**src/rtl/video_timing_pkg.sv**
```systemverilog
// rtl/video_timing_pkg.sv - shared timing constants and types for the video timing sequencer
//
// Holds the default horizontal timing, the bit positions of the flags in the
// vertical-timing PROM nibble, and the 8-bit scan line type.
package video_timing_pkg;

   localparam int HTOTAL_DEF       = 384;
   localparam int HBLANK_START_DEF = 256;
   localparam int HSYNC_START_DEF  = 288;
   localparam int HSYNC_END_DEF    = 320;

   // Bit 3 of the PROM nibble carries nothing for this block.
   localparam int VT_BIT_VBLANK = 2;
   localparam int VT_BIT_VSYNC  = 1;
   localparam int VT_BIT_VMARK  = 0;

   typedef logic [7:0] line_t;

endpackage

```
**src/rtl/video_hcounter.sv**
```systemverilog
// rtl/video_hcounter.sv - horizontal pixel counter with hblank/hsync decode
//
// Ports:
//   clk, reset      system clock, asynchronous active-high reset
//   pix_ce          pixel clock enable; the counter only moves when it is high
//   hcount          horizontal position, 0..HTOTAL-1
//   hblank, hsync   registered decodes that line up with hcount
//   line_wrap       combinational strobe, high on the enabled clk where hcount
//                   returns from HTOTAL-1 to 0
module video_hcounter
   import video_timing_pkg::*;
#(
   parameter int HTOTAL       = HTOTAL_DEF,
   parameter int HBLANK_START = HBLANK_START_DEF,
   parameter int HSYNC_START  = HSYNC_START_DEF,
   parameter int HSYNC_END    = HSYNC_END_DEF
) (
   input  logic       clk,
   input  logic       reset,
   input  logic       pix_ce,
   output logic [8:0] hcount,
   output logic       hblank,
   output logic       hsync,
   output logic       line_wrap
);

   // Compares are done at 10 bits so HSYNC_END/HTOTAL may equal 512.
   localparam logic [9:0] HLAST  = 10'(HTOTAL - 1);
   localparam logic [9:0] HB_S   = 10'(HBLANK_START);
   localparam logic [9:0] HS_S   = 10'(HSYNC_START);
   localparam logic [9:0] HS_E   = 10'(HSYNC_END);
   localparam bit PARAMS_LEGAL   = (HBLANK_START < HSYNC_START) &&
                                   (HSYNC_START < HSYNC_END) &&
                                   (HSYNC_END <= HTOTAL) &&
                                   (HTOTAL <= 512);

   logic [8:0] hcount_next;
   logic [9:0] hnext_w;

   always_comb begin
      line_wrap = pix_ce && ({1'b0, hcount} == HLAST);
      if (!pix_ce) begin
         hcount_next = hcount;
      end else if (line_wrap) begin
         hcount_next = '0;
      end else begin
         hcount_next = hcount + 9'd1;
      end
      hnext_w = {1'b0, hcount_next};
   end

   // hblank/hsync are decoded from the value hcount is about to take, so the
   // registered flags describe the same pixel as the registered count.
   always_ff @(posedge clk or posedge reset) begin
      if (reset) begin
         hcount <= '0;
         hblank <= 1'b0;
         hsync  <= 1'b0;
      end else if (pix_ce) begin
         hcount <= hcount_next;
         hblank <= (hnext_w >= HB_S);
         hsync  <= (hnext_w >= HS_S) && (hnext_w < HS_E);
      end
   end

   param_legal: assert property (@(posedge clk) PARAMS_LEGAL);

endmodule

```
**src/rtl/video_vtiming_seq.sv**
```systemverilog
// rtl/video_vtiming_seq.sv - video timing sequencer driving the vertical-timing PROM
//
// Optional feature macro: VTIMING_VINT_EN (one-clk vint pulse on a rising vmark).
//
// Ports:
//   clk, reset      system clock, asynchronous active-high reset
//   pix_ce          pixel clock enable
//   prom_a, prom_e  PROM address (always vcount+1) and enable (1 out of reset)
//   prom_d          registered PROM nibble {unused, vblank, vsync, vmark}
//   hcount, vcount  scan position
//   hblank, hsync   horizontal decodes
//   vblank, vsync,  vertical flags latched from the PROM at each line wrap,
//   vmark           describing the line vcount has just moved to
//   vint            interrupt pulse (0 unless VTIMING_VINT_EN)
module video_vtiming_seq
   import video_timing_pkg::*;
#(
   parameter int HTOTAL       = HTOTAL_DEF,
   parameter int HBLANK_START = HBLANK_START_DEF,
   parameter int HSYNC_START  = HSYNC_START_DEF,
   parameter int HSYNC_END    = HSYNC_END_DEF
) (
   input  logic       clk,
   input  logic       reset,
   input  logic       pix_ce,
   output logic [7:0] prom_a,
   output logic       prom_e,
   input  logic [3:0] prom_d,
   output logic [8:0] hcount,
   output logic [7:0] vcount,
   output logic       hblank,
   output logic       hsync,
   output logic       vblank,
   output logic       vsync,
   output logic       vmark,
   output logic       vint
);

   logic  line_wrap;
   line_t vline;
   logic  prom_d3_unused;

   assign prom_d3_unused = prom_d[3];
   assign vcount         = vline;

   video_hcounter #(
      .HTOTAL       (HTOTAL),
      .HBLANK_START (HBLANK_START),
      .HSYNC_START  (HSYNC_START),
      .HSYNC_END    (HSYNC_END)
   ) u_hcounter (
      .clk       (clk),
      .reset     (reset),
      .pix_ce    (pix_ce),
      .hcount    (hcount),
      .hblank    (hblank),
      .hsync     (hsync),
      .line_wrap (line_wrap)
   );

   // The PROM is addressed one line ahead, so by the time a line wraps its
   // data has been sitting on prom_d for most of a line and is latched
   // together with the new vcount.
   always_ff @(posedge clk or posedge reset) begin
      if (reset) begin
         vline  <= '0;
         prom_a <= 8'h01;
         prom_e <= 1'b0;
         vblank <= 1'b0;
         vsync  <= 1'b0;
         vmark  <= 1'b0;
      end else begin
         prom_e <= 1'b1;
         if (line_wrap) begin
            vline  <= vline + 8'd1;
            prom_a <= vline + 8'd2;
            vblank <= prom_d[VT_BIT_VBLANK];
            vsync  <= prom_d[VT_BIT_VSYNC];
            vmark  <= prom_d[VT_BIT_VMARK];
         end
      end
   end

`ifdef VTIMING_VINT_EN
   logic vint_q;

   // The latched vmark itself is the edge-detect history: the pulse is raised
   // on the wrap that loads a 1 into a vmark currently holding 0.
   always_ff @(posedge clk or posedge reset) begin
      if (reset) begin
         vint_q <= 1'b0;
      end else begin
         vint_q <= line_wrap && prom_d[VT_BIT_VMARK] && !vmark;
      end
   end

   assign vint = vint_q;
`else
   assign vint = 1'b0;
`endif

endmodule
```
**config.mk**
```make
export PLATFORM = sky130hd
export DESIGN_NAME = video_vtiming_seq
export DESIGN_NICKNAME = d
export VERILOG_FILES = /design/src/rtl/video_timing_pkg.sv /design/src/rtl/video_hcounter.sv /design/src/rtl/video_vtiming_seq.sv
export SDC_FILE = /design/constraint.sdc
export NUM_CORES = 1
export LEC_CHECK = 0
export ABC_CLOCK_PERIOD_IN_PS = 3760
export BUFFER_PORTS_ARGS = -buffer_cell sky130_fd_sc_hd__buf_4
export CORE_ASPECT_RATIO = 1.25
export CORE_MARGIN = 4
export CORE_UTILIZATION = 44
export DETAILED_ROUTE_END_ITERATION = 8
export PLACE_DENSITY_LB_ADDON = 0.12
export SETUP_SLACK_MARGIN = 0.05
export SLEW_MARGIN = 20
export SYNTH_ARGS = -nofsm -noshare
export SYNTH_HDL_FRONTEND = slang
export SYNTH_SLANG_ARGS = --single-unit
```
**constraint.sdc**
```tcl
create_clock -name clk -period 3.76 [get_ports clk]
set_input_delay 0.376 -clock clk [delete_from_list [all_inputs] [get_ports clk]]
set_output_delay 0.376 -clock clk [all_outputs]
set_load 0.05 [all_outputs]
```
Word-level counts from Yosys, hierarchy flattened
Index checks and enable logic that the tools add are counted.
{"block": "totals", "out_inout_bits": 32, "regBits": 31, "wordCells": 20, "input_bits": 7}
{"block": "classes", "reduce_logical": 2, "n_addsub": 3, "magnitude_cmp": 3, "mux": 2, "n_eq_ne": 1}
{"op": "greater-or-equal comparator 9 bit (second input constant)", "n": 2}
{"op": "two-way mux 9 bit", "n": 2}
{"op": "adder 9 x 1 -> 9 bit (second input constant)", "n": 1}
{"op": "equality test 9 bit (second input constant)", "n": 1}
{"op": "< comparator 9 bit (second input constant)", "n": 1}
{"op": "adder 8 x 1 -> 8 bit (second input constant)", "n": 1}
{"op": "adder 8 x 2 -> 8 bit (second input constant)", "n": 1}
{"op": "logical AND 1 bit", "n": 2}

Logic depth before layout (Yosys ltp)
Gate-level depths: netlist (run 1).
{"block": "logic_depth", "depth_word": 6, "mapped_depth": 6, "depth_no_buf": 5}

Modules after synthesis
Synthesis (run 1) repeated with hierarchy kept, for this count alone.
{"block": "hier_totals", "cells_unflattened": 124, "area_unflattened_um2": 1376.3}
{"mod": "video_vtiming_seq", "area_each_um2": 859.6, "cells_per_inst": 75, "instances": 1, "seq_area_each_um2": 501.7}
{"mod": "video_hcounter", "area_each_um2": 516.7, "cells_per_inst": 49, "instances": 1, "seq_area_each_um2": 250.2}

Worst setup path before layout (run 1)
OpenSTA, ideal clock, no wires.
{"block": "synth_timing", "path_type": "flip-flop to flip-flop", "startpoint": "register u_hcounter.hcount[0]", "endpoint": "register vline[0], in the netlist vcount[0]", "period_less_slack_ns": 2.058, "setup_ns": 0.144, "path_buffers": 1, "t_required_ns": 3.616, "arrival_ns": 1.914, "path_slack_ns": 1.702, "path_stages_with_launch": 6, "path_cell_list": "dfrtp_1 > ha_1 > nand4_4 > or4_4 > buf_6 > xnor2_2"}
{"block": "synth_via", "elab_chain_len": 2}
{"element": "start: declaration", "line_no": "video_hcounter.sv:21", "text": "output logic [8:0] hcount,"}
{"element": "start signal: assignment", "line_no": "video_hcounter.sv:60", "text": "hcount <= hcount_next;"}
{"element": "equality test 9 bit", "line_no": "video_hcounter.sv:41", "text": "line_wrap = pix_ce && ({1'b0, hcount} == HLAST);"}
{"element": "logical AND 1 bit", "line_no": "video_hcounter.sv:41"}
{"element": "end signal: assignment", "line_no": "video_vtiming_seq.sv:75", "text": "vline <= vline + 8'd1;"}
{"element": "end: declaration", "line_no": "video_vtiming_seq.sv:40", "text": "line_t vline;"}
Every way passes these cells.
A chain may end at the register's enable or synchronous reset.

Worst setup path in the final report (run 1)
{"block": "layout_timing", "startpoint": "register u_hcounter.hcount[0]", "endpoint": "register u_hcounter.hsync"}
{"block": "layout_via", "elab_chain_len": 6, "elab_cells_between_ends": 8, "classes_between": "add/sub (1); order compare (2); eq/ne (1); mux (2); reduce/logical (2)"}
{"element": "parallel branches: the longest is 3 deep, another holds adder 9 x 1 -> 9 bit"}
{"element": "two-way mux 9 bit (*)", "line_no": "video_hcounter.sv:42", "text": "if (!pix_ce) begin"}
{"element": "greater-or-equal comparator 9 bit / < comparator 9 bit (equally long branches)", "line_no": "video_hcounter.sv:62", "text": "hsync <= (hnext_w >= HS_S) && (hnext_w < HS_E);"}
{"element": "logical AND 1 bit (*)", "line_no": "video_hcounter.sv:62"}
{"element": "end signal: assignment", "line_no": "video_hcounter.sv:62"}
{"element": "end: declaration", "line_no": "video_hcounter.sv:23", "text": "output logic hsync,"}
Mark *: on every way between the ends.

==> results.py, run 1 <==
metrics = {
    "clock_network": {
        "tritoncts": "done",
        "holdBufCountCts": 0,
        "clockBufferDepth": 2,
        "numCtsBuffers": 5,
        "htreeDepth": 2,
        "postCtsSetupRepairBufs": 0,
        "root_buffer": "clkbuf_4",
        "cts.repair.resized": 0,
        "clk_pin_slew_ns": 0.09,
        "clkLatencyLatePin_ns": 0.32,
        "clock_sinks": 30,
    },
    "yosys": {
        "synth_simple_gate_area_share_pct": 20.6,
        "ys_seq_elements": 30,
        "yosys_warnings": 0,
        "synthAdderAreaFrac_pct": 2.62,
        "ys_seq_area_share_pct": 52.5,
        "synth_ff_type": "dfrtp_1",
        "synth_edf_count": 0,
        "synthMuxAreaShare_pct": 2.19,
        "synth_nets": 141,
        "synth_compound_area_share_pct": 5.86,
        "synth.most_common_cell": "nand2_1",
        "netlist_area_um2": 1430,
        "postSynthAreaPerCell_um2": 10.9,
        "async_reset_ff_share_pct": 100,
        "synth_xor_area_share_pct": 10.9,
        "netlist_instances": 131,
        "synth_common_cells": "nand2_1, dfrtp_1, xnor2_1",
        "synth_top_family_by_area": "simple AND/OR/NAND/NOR gates",
        "synth_top_area_share_pct": 50.7,
        "synth.distinct_cells": 32,
        "synthTopCellsByArea": "dfrtp_1, nand2_1, xnor2_1, o21ai_2, ha_1",
        "synth_top_area_cell": "dfrtp_1",
    },
    "setup_path": {
        "cpPeakStageDelay_ns": 0.68,
        "path_delay_family": "simple AND/OR/NAND/NOR gates",
        "critPathMaxFanout": 15,
        "criticalPathCategory": "reg -> reg",
        "slowest_stage": "nor4_4",
        "startpoint_type": "register",
        "crit_required_ns": 3.99,
        "rr_endpoint": "u_hcounter.hsync",
        "path_buf_inv": 0,
        "reg2reg_from": "u_hcounter.hcount[0]",
        "cp_cell_sequence": "ha_1, nand4_4, nor4_4, a21oi_1, a41o_2",
        "cp.arrival_ns": 2.26,
        "r2r_slack_ns": 1.72,
        "r2r_cells": 5,
        "worst-path-stages": 5,
        "crit_path_end_kind": "register",
    },
    "drt": {
        "viasPerCell": 5.06,
        "routed_wl_mm": 2.75,
        "drt-initial-drc-count": 22,
        "first_pass_iters": 4,
        "drcViolationCount": 0,
        "wl_per_cell_um": 13.4,
        "antenna_left": 0,
        "vias": 1038,
    },
    "cells_and_area": {
        "nNetsFinal": 178,
        "fin_cells": 205,
        "drive_gt1_share_pct": 34.9,
        "antenna_cells": 0,
        "areaGrowthSynthToFinish_pct": 23.6,
        "fillers": 282,
    },
    "timing": {
        "timing.hold.ws_ns": 0.128,
        "rsz0062_at_grt": "false",
        "hold_viol_final": 0,
        "fin_crit_sh_pct": 54.2,
        "worstMarginPinSlew_ns": 0.763,
        "setup_viol_count_final": 0,
        "slew_headroom_pct": 48.7,
        "tns_ns": 0,
        "slew_violations": 0,
        "clock.fmax_ghz": 0.491,
        "min_period_ns": 2.04,
        "skew_ns": 0.00645,
    },
    "place": {
        "dp_hpwl_mm": 1.91,
        "place_congestion": 0.754,
        "placed_cells": 197,
        "port_buffers": 36,
    },
    "global_routing": {
        "grt_pass1_vias": 991,
        "grt_pass1_wl_mm": 4.80,
        "grt.overflow.total": 0,
        "grt_util_all_layers_pct": 15.2,
        "grt_max_degree": 31,
        "antenna_found_initial": 0,
    },
    "floorplanning": {
        "die_w_um": 59.0,
        "io_pins": 39,
        "fp.dieH_um": 71.8,
        "row_count": 22,
        "initial_core_util_pct": 47.3,
        "fp.coreArea_um2": 3030,
        "die_area_um2": 4240,
    },
    "pwr": {
        "ir_drop_mv": 0.493,
        "p_leak_nw": 0.891,
        "power_density_nw_per_um2": 488,
    },
    "status": {
        "status": "finished, final reports clean",
    },
    "hold_path": {
        "min-delay-path-class": "in -> async",
    },
    "flow_run": {
        "cap_viol_max_count": 0,
    },
}
[report_power, final]
| group | switching, mW | total (mW) | internal [mW] |
|---|---|---|---|
| logic | 0.161 | 0.231 | 0.0704 |
| registers | 0.0439 | 0.396 | 0.352 |
| clock network | 0.109 | 0.237 | 0.128 |
[routing by layer]
layer	up-vias	GRT usage (%)	routed length, µm	share of wire [%]
met2	25	24.2	1430	52
met5	-	0	0	0
met4	0	7.30	55	2.0
met1	502	18.0	1100	40
met3	5	5.23	173	6.3
li1	506	-	-	-
[through the flow]
stage / instance area, µm² / total power [mW] / util (%) / setup slack [ns]
2_1_floorplan: 1430 / 0.563 / - / 1.70
3_3_place_gp: 1690 / 0.630 / 55.8 / 1.76
3_5_place_dp: 1690 / 0.633 / 55.8 / 1.72
4_1_cts: 1770 / 0.874 / 58.4 / 1.68
5_1_grt: 1770 / 0.907 / 58.4 / 1.54
6_report: 1770 / 0.864 / 58.4 / 1.72
[state kept, by name, summed over array words and instances, names as in the netlist]
name and flops:
vsync 1, prom_e 1, u_hcounter.hsync 1, vblank 1, u_hcounter.hblank 1, vcount 8, vmark 1, u_hcounter.hcount 8
prom_a 8
[cells in the final DEF, fill, tap and decap left out, types with 2 or more instances in the layout]
master,netlist,final
conb_1,2,2
nand3_1,5,5
inv_1,3,2
ha_1,3,3
clkbuf_4,0,5
nor2b_1,2,2
and3_1,2,2
xor2_1,3,3
nor2_1,3,3
xnor2_1,13,13
dfrtp_1,29,29
mux2i_1,2,2
nand4_1,2,2
o21ai_2,6,6
nand2_1,33,33
buf_4,3,36
o21ai_0,2,2
clkbuf_8,0,3
[worst reg2reg max path, cell delays in order (launching register included)]
cell	delay, ns
dfrtp_1	0.42
ha_1	0.26
nand4_4	0.17
nor4_4	0.68
a21oi_1	0.12
a41o_2	0.28
[worst max path at each step]
stage | from | endpoint | slack, ns
final | u_hcounter.hcount[0] | u_hcounter.hsync | 1.72
after global routing | u_hcounter.hcount[0] | vcount[7] | 1.54
after CTS | u_hcounter.hcount[0] | u_hcounter.hsync | 1.68
after detailed placement | u_hcounter.hcount[0] | u_hcounter.hsync | 1.72
after global placement | u_hcounter.hcount[0] | u_hcounter.hsync | 1.76
after floorplan | u_hcounter.hcount[0] | vcount[0] | 1.70
[layout make-up]
class,instances,area (µm²),share of cell area [%]
well taps,36,45.0,2.55
repair buffers,36,270,15.3
multi-input cells,92,612,34.6
clock buffers,8,78.8,4.46
flip-flops and latches,30,752,42.5
inverters,3,11.3,0.636
[kinds of logic (layout without fill, tap and decap cells)]
logic type | count (synthesis) | count (layout)
xor gates and xnor gates | 17 | 17
buffers and inverters | 9 | 47
adders and majority gates | 3 | 3
other | 2 | 2
DFF | 30 | 30
AOI/OAI and AO/OA | 11 | 11
and+or+nand+nor | 56 | 56
muxes | 3 | 3
(Power assumes the default switching activity.)
==> run 2: changes to the inputs <==
Settings changed: ABC_AREA set to 1, ABC_CLOCK_PERIOD_IN_PS 3760 to 1950.
Clock period 3.76 ns to 1.95 ns, I/O delays scaled along.
==> run 2 against run 1 <==
Effect of this change:
- sequential cell count did not move
- non-clock buffer count rose by 3
- first-iteration DRC count rose by 59%
- critical path type unchanged
- highest routed layer unchanged
==> results.py, run 2 <==
metrics = {
    "setup_path": {
        "path_delay_family": "simple AND/OR/NAND/NOR gates",
        "crit_path_end_kind": "register",
        "slowest_stage": "dfrtp_1",
        "path_buf_inv": 1,
        "criticalPathCategory": "reg -> reg",
        "crit_required_ns": 2.11,
        "critPathMaxFanout": 10,
        "startpoint_type": "register",
        "cpPeakStageDelay_ns": 0.42,
        "cp_cell_sequence": "ha_1, nand3_2, nor2_4, nand2_2, clkinv_1, nor2_1, a21oi_1",
        "cp.arrival_ns": 1.80,
    },
    "cells_and_area": {
        "antenna_cells": 0,
        "drive_gt1_share_pct": 26.4,
        "final_util_pct": 57.0,
        "fin_cells": 245,
        "multi_input_area_um2": 559,
        "fillers": 312,
        "areaGrowthSynthToFinish_pct": 25.9,
        "nNetsFinal": 217,
        "layout_commonest_cell": "nand2_1",
        "seq_area_um2": 752,
        "most-common-layout-cells": "nand2_1, buf_4, dfrtp_1",
    },
    "global_routing": {
        "grt_pass1_vias": 1154,
        "grt_max_degree": 31,
        "grt_util_all_layers_pct": 15.2,
        "grt.overflow.total": 0,
        "grt_pass1_wl_mm": 4.95,
        "antenna_found_initial": 0,
    },
    "floorplanning": {
        "fp.coreArea_um2": 3190,
        "fp.dieH_um": 72.1,
        "die_w_um": 59.3,
        "die_area_um2": 4270,
        "row_count": 23,
        "io_pins": 39,
        "initial_core_util_pct": 45.3,
    },
    "drt": {
        "drt-initial-drc-count": 35,
        "vias": 1136,
        "antenna_left": 0,
        "viasPerCell": 4.64,
        "first_pass_iters": 4,
        "drcViolationCount": 0,
        "wl_per_cell_um": 11.4,
        "routed_wl_mm": 2.80,
    },
    "yosys": {
        "synth_top_area_cell": "dfrtp_1",
        "ys_seq_area_share_pct": 52.0,
        "synth_ff_type": "dfrtp_1",
        "netlist_area_um2": 1450,
        "synth_common_cells": "nand2_1, dfrtp_1, inv_1",
        "netlist_instances": 166,
        "synth_nets": 176,
        "synth.distinct_cells": 23,
        "synth_edf_count": 0,
        "async_reset_ff_share_pct": 100,
        "synth_top_area_share_pct": 50.2,
        "synth.most_common_cell": "nand2_1",
        "ys_seq_elements": 30,
        "postSynthAreaPerCell_um2": 8.71,
        "synthTopCellsByArea": "dfrtp_1, nand2_1, inv_1, xor2_1, ha_1",
        "yosys_warnings": 0,
    },
    "pwr": {
        "p_leak_nw": 1.01,
        "ir_drop_mv": 0.672,
        "power_density_nw_per_um2": 1030,
    },
    "timing": {
        "tns_ns": 0,
        "skew_ns": 0.00613,
        "slew_violations": 0,
        "rsz0062_at_grt": "false",
        "timing.hold.ws_ns": 0.00139,
        "min_period_ns": 1.64,
        "clock.fmax_ghz": 0.610,
        "hold_viol_final": 0,
        "fin_crit_sh_pct": 84.1,
        "fin_ws_ns": 0.310,
        "setup_viol_count_final": 0,
    },
    "place": {
        "port_buffers": 36,
        "pre_cts_ws_ns": 0.302,
        "placed_cells": 237,
        "place_congestion": 0.819,
        "dp_hpwl_mm": 2.13,
    },
    "clock_network": {
        "cts.repair.resized": 0,
        "htreeDepth": 2,
        "clk_pin_slew_ns": 0.06,
        "holdBufCountCts": 0,
        "tritoncts": "done",
        "clock_sinks": 30,
        "clkLatencyLatePin_ns": 0.27,
        "numCtsBuffers": 5,
        "clockBufferDepth": 2,
        "root_buffer": "clkbuf_8",
        "postCtsSetupRepairBufs": 0,
    },
    "status": {
        "status": "finished, final reports clean",
    },
    "flow_run": {
        "cap_viol_max_count": 0,
    },
    "hold_path": {
        "min-delay-path-class": "in -> async",
    },
}
## run 2: cell types whose count changed after synthesis, moves of 3 or more
| cell | delta |
|---|---|
| xnor2_1 | -9 |
| xor2_1 | +5 |
| o21ai_0 | +3 |
| o21ai_2 | -4 |
| inv_1 | +20 |
| nor2_2 | +3 |
| nand2_1 | +21 |
| nor2_1 | +4 |
## run 2: metal layers
layer  up-vias  GRT usage (%)  part of all wire, %
met5         -              0                    0
met4         0           7.05                 0.78
met3         2           4.63                  5.5
met2        23           26.0                   52
met1       532           16.7                   41
li1        579              -                    -
## run 2: layout make-up
cell class,instances,area share (%)
repair buffers,39,16.1
well taps,37,2.54
clock buffers,8,4.40
flip-flops and latches,30,41.3
inverters,24,4.95
multi-input cells,107,30.7
## run 2: final timing paths
kind,slack (ns),startpoint,end,cells after the start
max,0.31,u_hcounter.hcount[0],prom_a[6],7
min,0.001,reset,vblank,3
max reg2reg,0.31,u_hcounter.hcount[0],prom_a[6],7
min reg2reg,0.47,prom_a[0],prom_a[0],2
max in group asynchronous,1.62,reset,prom_a[0],3
min in group clk,0.12,prom_d[2],vblank,3
## run 2: logic make-up after synthesis
group	synth area share, %
adder cells (fa/ha/maj)	2.60
XOR/XNOR	7.27
AO/OA/AOI/OAI	4.32
flip-flops	52.0
buffers and inverters	9.34
AND/OR/NAND/NOR	24.0
other	0.519
## run 2: metrics by stage
| step | power [mW] | cell area, µm² |
|---|---|---|
| final | 1.87 | 1820 |
| after global routing | 1.98 | 1820 |
| after CTS | 1.90 | 1820 |
| after detailed placement | 1.43 | 1740 |
| after global placement | 1.42 | 1740 |
| after floorplan | 1.26 | 1450 |
## run 2: worst min-delay path, stage by stage
cell,delay (ns)
buf_4,0.10
inv_1,0.04
buf_4,0.35
## run 2: power by group
part | total (mW) | leakage, nW | internal [mW] | switching, mW
Sequential | 0.796 | 0.367 | 0.694 | 0.102
Clock | 0.459 | 0.0395 | 0.253 | 0.206
Combinational | 0.614 | 0.599 | 0.181 | 0.433
Total | 1.87 | 1.01 | 1.13 | 0.741
